===== config.mk =====
export PLATFORM = sky130hd
export DESIGN_NAME = pll_reset_seq
export DESIGN_NICKNAME = d
export VERILOG_FILES = /design/src/rtl/pll_reset_seq.sv
export SDC_FILE = /design/constraint.sdc
export NUM_CORES = 1
export LEC_CHECK = 0
export CAP_MARGIN = 15
export CORE_MARGIN = 2
export CORE_UTILIZATION = 40
export DETAILED_ROUTE_END_ITERATION = 10
export GPL_TIMING_DRIVEN = 1
export SLEW_MARGIN = 20
export SYNTH_ARGS = -nofsm -noshare
export SYNTH_HDL_FRONTEND = slang
export SYNTH_SLANG_ARGS = --single-unit

===== constraint.sdc =====
create_clock -name clk -period 2.8 [get_ports clk]
set_input_delay 0.84 -clock clk [delete_from_list [all_inputs] [get_ports clk]]
set_output_delay 0.84 -clock clk [all_outputs]
set_load 0.01 [all_outputs]

===== src/rtl/pll_reset_seq.sv =====
`default_nettype none
// ============================================================================
// Module   : pll_reset_seq
// Brief    : Core reset sequencer driven by PLL lock. Synchronizes the lock
//            indication, requires a stable-lock window and a hold period
//            before releasing reset, re-asserts reset on lock loss and keeps
//            sticky loss diagnostics.
// Revision : 1.0 - initial release
// ============================================================================
module pll_reset_seq #(
  parameter int SYNC_STAGES        = 2,
  parameter int LOCK_STABLE_CYCLES = 1024,
  parameter int RESET_HOLD_CYCLES  = 16
) (
  input  logic       clk,
  input  logic       resetn,
  input  logic       pll_lock,
  output logic       rst_n_out,
  output logic       lock_lost,
  output logic [7:0] relock_count,
  output logic [1:0] state_o
);

  // One counter serves both the stable window and the hold period, so it is
  // sized for whichever of the two is longer.
  localparam int c_CNT_MAX = (LOCK_STABLE_CYCLES > RESET_HOLD_CYCLES) ?
                             LOCK_STABLE_CYCLES : RESET_HOLD_CYCLES;
  localparam int c_CNT_W   = $clog2(c_CNT_MAX + 1);

  localparam logic [c_CNT_W-1:0] c_STABLE_LAST = c_CNT_W'(LOCK_STABLE_CYCLES - 1);
  localparam logic [c_CNT_W-1:0] c_HOLD_LAST   = c_CNT_W'(RESET_HOLD_CYCLES - 1);
  localparam logic [c_CNT_W-1:0] c_CNT_ONE     = c_CNT_W'(1);
  localparam logic [c_CNT_W-1:0] c_CNT_ZERO    = '0;

  typedef enum logic [1:0] {
    ST_WAIT_LOCK = 2'd0,
    ST_STABLE    = 2'd1,
    ST_HOLD      = 2'd2,
    ST_RUN       = 2'd3
  } state_t;

  logic [SYNC_STAGES-1:0] r_sync;
  logic                   w_lock_s;
  state_t                 r_state;
  state_t                 w_next_state;
  logic [c_CNT_W-1:0]     r_cnt;
  logic [c_CNT_W-1:0]     w_next_cnt;
  logic                   w_loss_in_run;

  // Synchronizer chain for the asynchronous lock input; bit 0 samples pll_lock.
  always_ff @(posedge clk or negedge resetn) begin
    if (!resetn) begin
      r_sync <= '0;
    end else begin
      r_sync <= {r_sync[SYNC_STAGES-2:0], pll_lock};
    end
  end

  assign w_lock_s = r_sync[SYNC_STAGES-1];

  // Next-state and counter decode; a lock drop always takes priority over
  // advancing, and the counter restarts from zero on every state change.
  always_comb begin
    w_next_state = r_state;
    w_next_cnt   = c_CNT_ZERO;
    case (r_state)
      ST_WAIT_LOCK: begin
        if (w_lock_s) begin
          w_next_state = ST_STABLE;
        end
      end
      ST_STABLE: begin
        if (!w_lock_s) begin
          w_next_state = ST_WAIT_LOCK;
        end else if (r_cnt == c_STABLE_LAST) begin
          w_next_state = ST_HOLD;
        end else begin
          w_next_cnt = r_cnt + c_CNT_ONE;
        end
      end
      ST_HOLD: begin
        if (!w_lock_s) begin
          w_next_state = ST_WAIT_LOCK;
        end else if (r_cnt == c_HOLD_LAST) begin
          w_next_state = ST_RUN;
        end else begin
          w_next_cnt = r_cnt + c_CNT_ONE;
        end
      end
      ST_RUN: begin
        if (!w_lock_s) begin
          w_next_state = ST_WAIT_LOCK;
        end
      end
      default: begin
        w_next_state = ST_WAIT_LOCK;
      end
    endcase
  end

  // Only a loss seen while running counts as a diagnostic event.
  assign w_loss_in_run = (r_state == ST_RUN) && !w_lock_s;

  // State, counter and the core reset; the reset output is decoded from the
  // next state so it moves on the same edge as the state register.
  always_ff @(posedge clk or negedge resetn) begin
    if (!resetn) begin
      r_state   <= ST_WAIT_LOCK;
      r_cnt     <= c_CNT_ZERO;
      rst_n_out <= 1'b0;
    end else begin
      r_state   <= w_next_state;
      r_cnt     <= w_next_cnt;
      rst_n_out <= (w_next_state == ST_RUN);
    end
  end

  // Sticky loss flag and saturating loss counter, cleared only by resetn.
  always_ff @(posedge clk or negedge resetn) begin
    if (!resetn) begin
      lock_lost    <= 1'b0;
      relock_count <= 8'd0;
    end else if (w_loss_in_run) begin
      lock_lost <= 1'b1;
      if (relock_count != 8'hFF) begin
        relock_count <= relock_count + 8'd1;
      end
    end
  end

  assign state_o = r_state;

endmodule
`default_nettype wire

==> flow_metrics.tcl <==
set metrics [dict create \
    crit_required_ps 1960 \
    syn-instance-count 120 \
    critPathSlowestCell "sky130_fd_sc_hd__clkdlybuf4s50_1" \
    report.final.hold_viol_count 0 \
    grt_overflow_total 0 \
    worst_hold_path_type "register to register" \
    cts.clk_slew.worst_paths_ps 140 \
    share_clk_of_total_power_pct 23.6 \
    wl_per_cell_um 13.2 \
    critPathTopFamily "buffers and inverters" \
    worst_setup_path_type "register to output pin" \
    worst_slew_pin_slew_ps 581 \
    timing.critical_path.buf_inv 1 \
    track_usage_pct 14.8 \
    result_of_the_run "complete, no violations" \
    report.final.setup_viol 0 \
    route.detailed.drc 0 \
    final.setup.tns_ps 0 \
    initial_core_util_pct 42.0 \
    grt_max_degree 26 \
    post-place-cells 176 \
    totalWireLength_mm 2.37 \
    synth_area_per_cell_um2 10.7 \
    dr.first_iter.drc_count 31 \
    finalNonFillerCells 180 \
    postCtsSetupRepairBufs 0 \
    timing.final.max_slew_violations 0 \
    critPathLaunchType "register" \
    top_library_cells_by_usage_in_the_layout_fill_and_taps_aside "25 x sky130_fd_sc_hd__dfrtp_1, 14 x sky130_fd_sc_hd__clkdlybuf4s50_1, 12 x sky130_fd_sc_hd__nand3_1, 12 x sky130_fd_sc_hd__xor2_1, 11 x sky130_fd_sc_hd__nor2_1" \
    synth.yosys.seq_area_share_pct 48.8 \
    layout_worst_path_cycle_share_pct 78.5 \
    netlist_area_um2 1280 \
    power.static_leakage_nw 0.670 \
    netSwitchingPower_mw 0.210 \
    critPathCaptureType "output pin" \
    tritoncts_num_sinks 25 \
    synth-seq-cells 25 \
    clock_tree.buffer_depth 2 \
    grt_pass1_vias 896 \
    h_tree_level_count 1 \
    synthDistinctLibCells 34 \
    met3_usage_pct 1.92 \
    use_met2_pct 22.7 \
    ant_nets 0 \
    syn2layout_area_growth_pct 16.9 \
    place.detailed.hpwl_mm 1.76 \
    grt_pass1_wl_mm 4.08 \
    postPlaceCellArea_um2 1470 \
    numPortBuffers 14 \
    holdWs_ps 384 \
    cts_tree "yes" \
    std_cell_rows 20 \
    layout.cells.most_common "sky130_fd_sc_hd__dfrtp_1" \
    powerDensity_nw_per_um2 463 \
    ctsResizeCount 0 \
    pin_count 15 \
    initial_antenna_violation_count 0 \
    maxCapViolations 0 \
    max_freq_mhz 455 \
    p_int_mw 0.483 \
    first_pass_iters 4 \
    num_vias 942 \
    route.detailed.vias_per_inst 5.23 \
    mappedNetlistNets 129 \
    worst-path-max-fanout 6 \
    worstSkewPairLatency_ps 320 \
    antenna-diode-count 0 \
    power.share.sequential_pct 56.0 \
    cts_stage_hold_buffer_count 0 \
    fp.dieArea_um2 3680 \
    postLayoutCellArea_um2 1500 \
    net_switching_share_of_the_total_power_pct 30.3 \
    layout-drive-gt1-share_pct 8.82 \
    slew-limit-headroom_pct 61.0 \
    timing.final.crit_period_ps 2200 \
    p_comb_share_pct 20.4 \
    grt_setup_unrepaired "no" \
    grt_most_used_layer "met2" \
    die_h_um 60.6 \
    synth-warning-count 0 \
    design.core.area_um2 3050 \
    finalNetCount 146 \
    power.ir.vdd_worst_mv 0.225 \
    skew_final_ps 2.01 \
    slowest_delay_ps 570 \
    gp_routability_congestion 0.821 \
    ctsRootBufferMaster "sky130_fd_sc_hd__clkbuf_4" \
    grtUsageMet1_pct 21.4 \
    cts_inserted_buffers 3 \
    chipWidth_um 60.6 \
    worst_ep_arrival_time_ps 1360 \
    worst_path_cell_chain "clkdlybuf4s50_1" \
]
## worst paths after layout
kind	from	end	slack [ps]	cells past startpoint
max reg2reg	state_o[0]	rst_n_out	760	6
min in group asynchronous	resetn	r_cnt[8]	870	2
min reg2reg	r_sync[0]	r_sync[1]	380	0
min	r_sync[0]	r_sync[1]	380	0
max in group asynchronous	resetn	r_cnt[6]	1700	2
max	relock_count[2]	relock_count[2]	600	1
## sequential cells by signal (all words and copies together), names as in the netlist
| signal | count |
|---|---|
| lock_lost | 1 |
| r_cnt | 11 |
| r_sync | 2 |
| relock_count | 8 |
| rst_n_out | 1 |
| state_o | 2 |
## metal layers
layer	vias up	share of wire, %
met5	-	0
met4	0	1.1
met3	4	2.0
met2	11	48
met1	464	49
li1	463	-
## stage by stage
stage	util, %	total power [mW]	setup slack, ps
3_3_place_gp	48.2	0.533	860
6_report	49.1	0.694	603
5_1_grt	49.1	0.741	521
3_5_place_dp	48.2	0.537	760
2_1_floorplan	-	0.488	846
4_1_cts	49.1	0.705	580
## cells in the mapped netlist
library cell	instances	area (um^2)
sky130_fd_sc_hd__a21oi_1	1	5.00
sky130_fd_sc_hd__a31oi_1	2	12.5
sky130_fd_sc_hd__a41oi_2	1	16.3
sky130_fd_sc_hd__and3_1	1	6.26
sky130_fd_sc_hd__and3b_1	1	8.76
sky130_fd_sc_hd__and4_1	2	17.5
sky130_fd_sc_hd__buf_2	2	10.0
sky130_fd_sc_hd__clkbuf_1	1	3.75
sky130_fd_sc_hd__dfrtp_1	25	626
sky130_fd_sc_hd__ha_1	6	75.1
sky130_fd_sc_hd__inv_1	5	18.8
sky130_fd_sc_hd__maj3_1	1	10.0
sky130_fd_sc_hd__mux2_2	1	11.3
sky130_fd_sc_hd__nand2_1	4	15.0
sky130_fd_sc_hd__nand3_1	12	60.1
sky130_fd_sc_hd__nand4_1	5	31.3
sky130_fd_sc_hd__nor2_1	11	41.3
sky130_fd_sc_hd__nor2b_1	2	12.5
sky130_fd_sc_hd__nor3_1	7	35.0
sky130_fd_sc_hd__nor4_1	3	18.8
sky130_fd_sc_hd__nor4b_2	1	15.0
sky130_fd_sc_hd__o211ai_1	1	7.51
sky130_fd_sc_hd__o21ai_0	1	5.00
sky130_fd_sc_hd__o21ai_1	1	5.00
sky130_fd_sc_hd__o311ai_4	1	26.3
sky130_fd_sc_hd__o31a_1	1	8.76
sky130_fd_sc_hd__o31ai_1	1	7.51
sky130_fd_sc_hd__or2_2	1	6.26
sky130_fd_sc_hd__or3_1	1	6.26
sky130_fd_sc_hd__or4_1	1	7.51
sky130_fd_sc_hd__or4_4	1	11.3
sky130_fd_sc_hd__or4b_2	1	10.0
sky130_fd_sc_hd__xnor2_1	3	26.3
sky130_fd_sc_hd__xor2_1	12	105
## power groups by stage
| stage | Clock [mW] | Sequential, mW | Combinational (mW) |
|---|---|---|---|
| after detailed placement | 0 | 0.396 | 0.141 |
| after global routing | 0.193 | 0.391 | 0.157 |
| after global placement | 0 | 0.393 | 0.140 |
| after CTS | 0.173 | 0.389 | 0.143 |
| after floorplan | 0 | 0.394 | 0.0940 |
| final | 0.163 | 0.389 | 0.142 |
## kinds of logic (layout without fill, tap and decap cells)
group           count (synthesis)  after routing  share of synthesized area (%)
simple gates                   54             54                           23.6
flops                          25             25                           48.8
compound gates                 10             10                           7.32
buf+inv                         8             24                           2.54
xor+xnor                       15             15                           10.2
fa+ha+maj                       7              7                           6.63
mux                             1              1                          0.878
## area by class of cell
cell class              count  area, um^2
clock inverters             1        5.00
inverters                   5        18.8
clock buffers               3        22.5
flip-flops and latches     25         626
fillers                   305        1550
repair buffers             15         148
well taps                  44        55.1
multi-input cells          87         624
No activity file was read; power rests on OpenSTA's default activity.
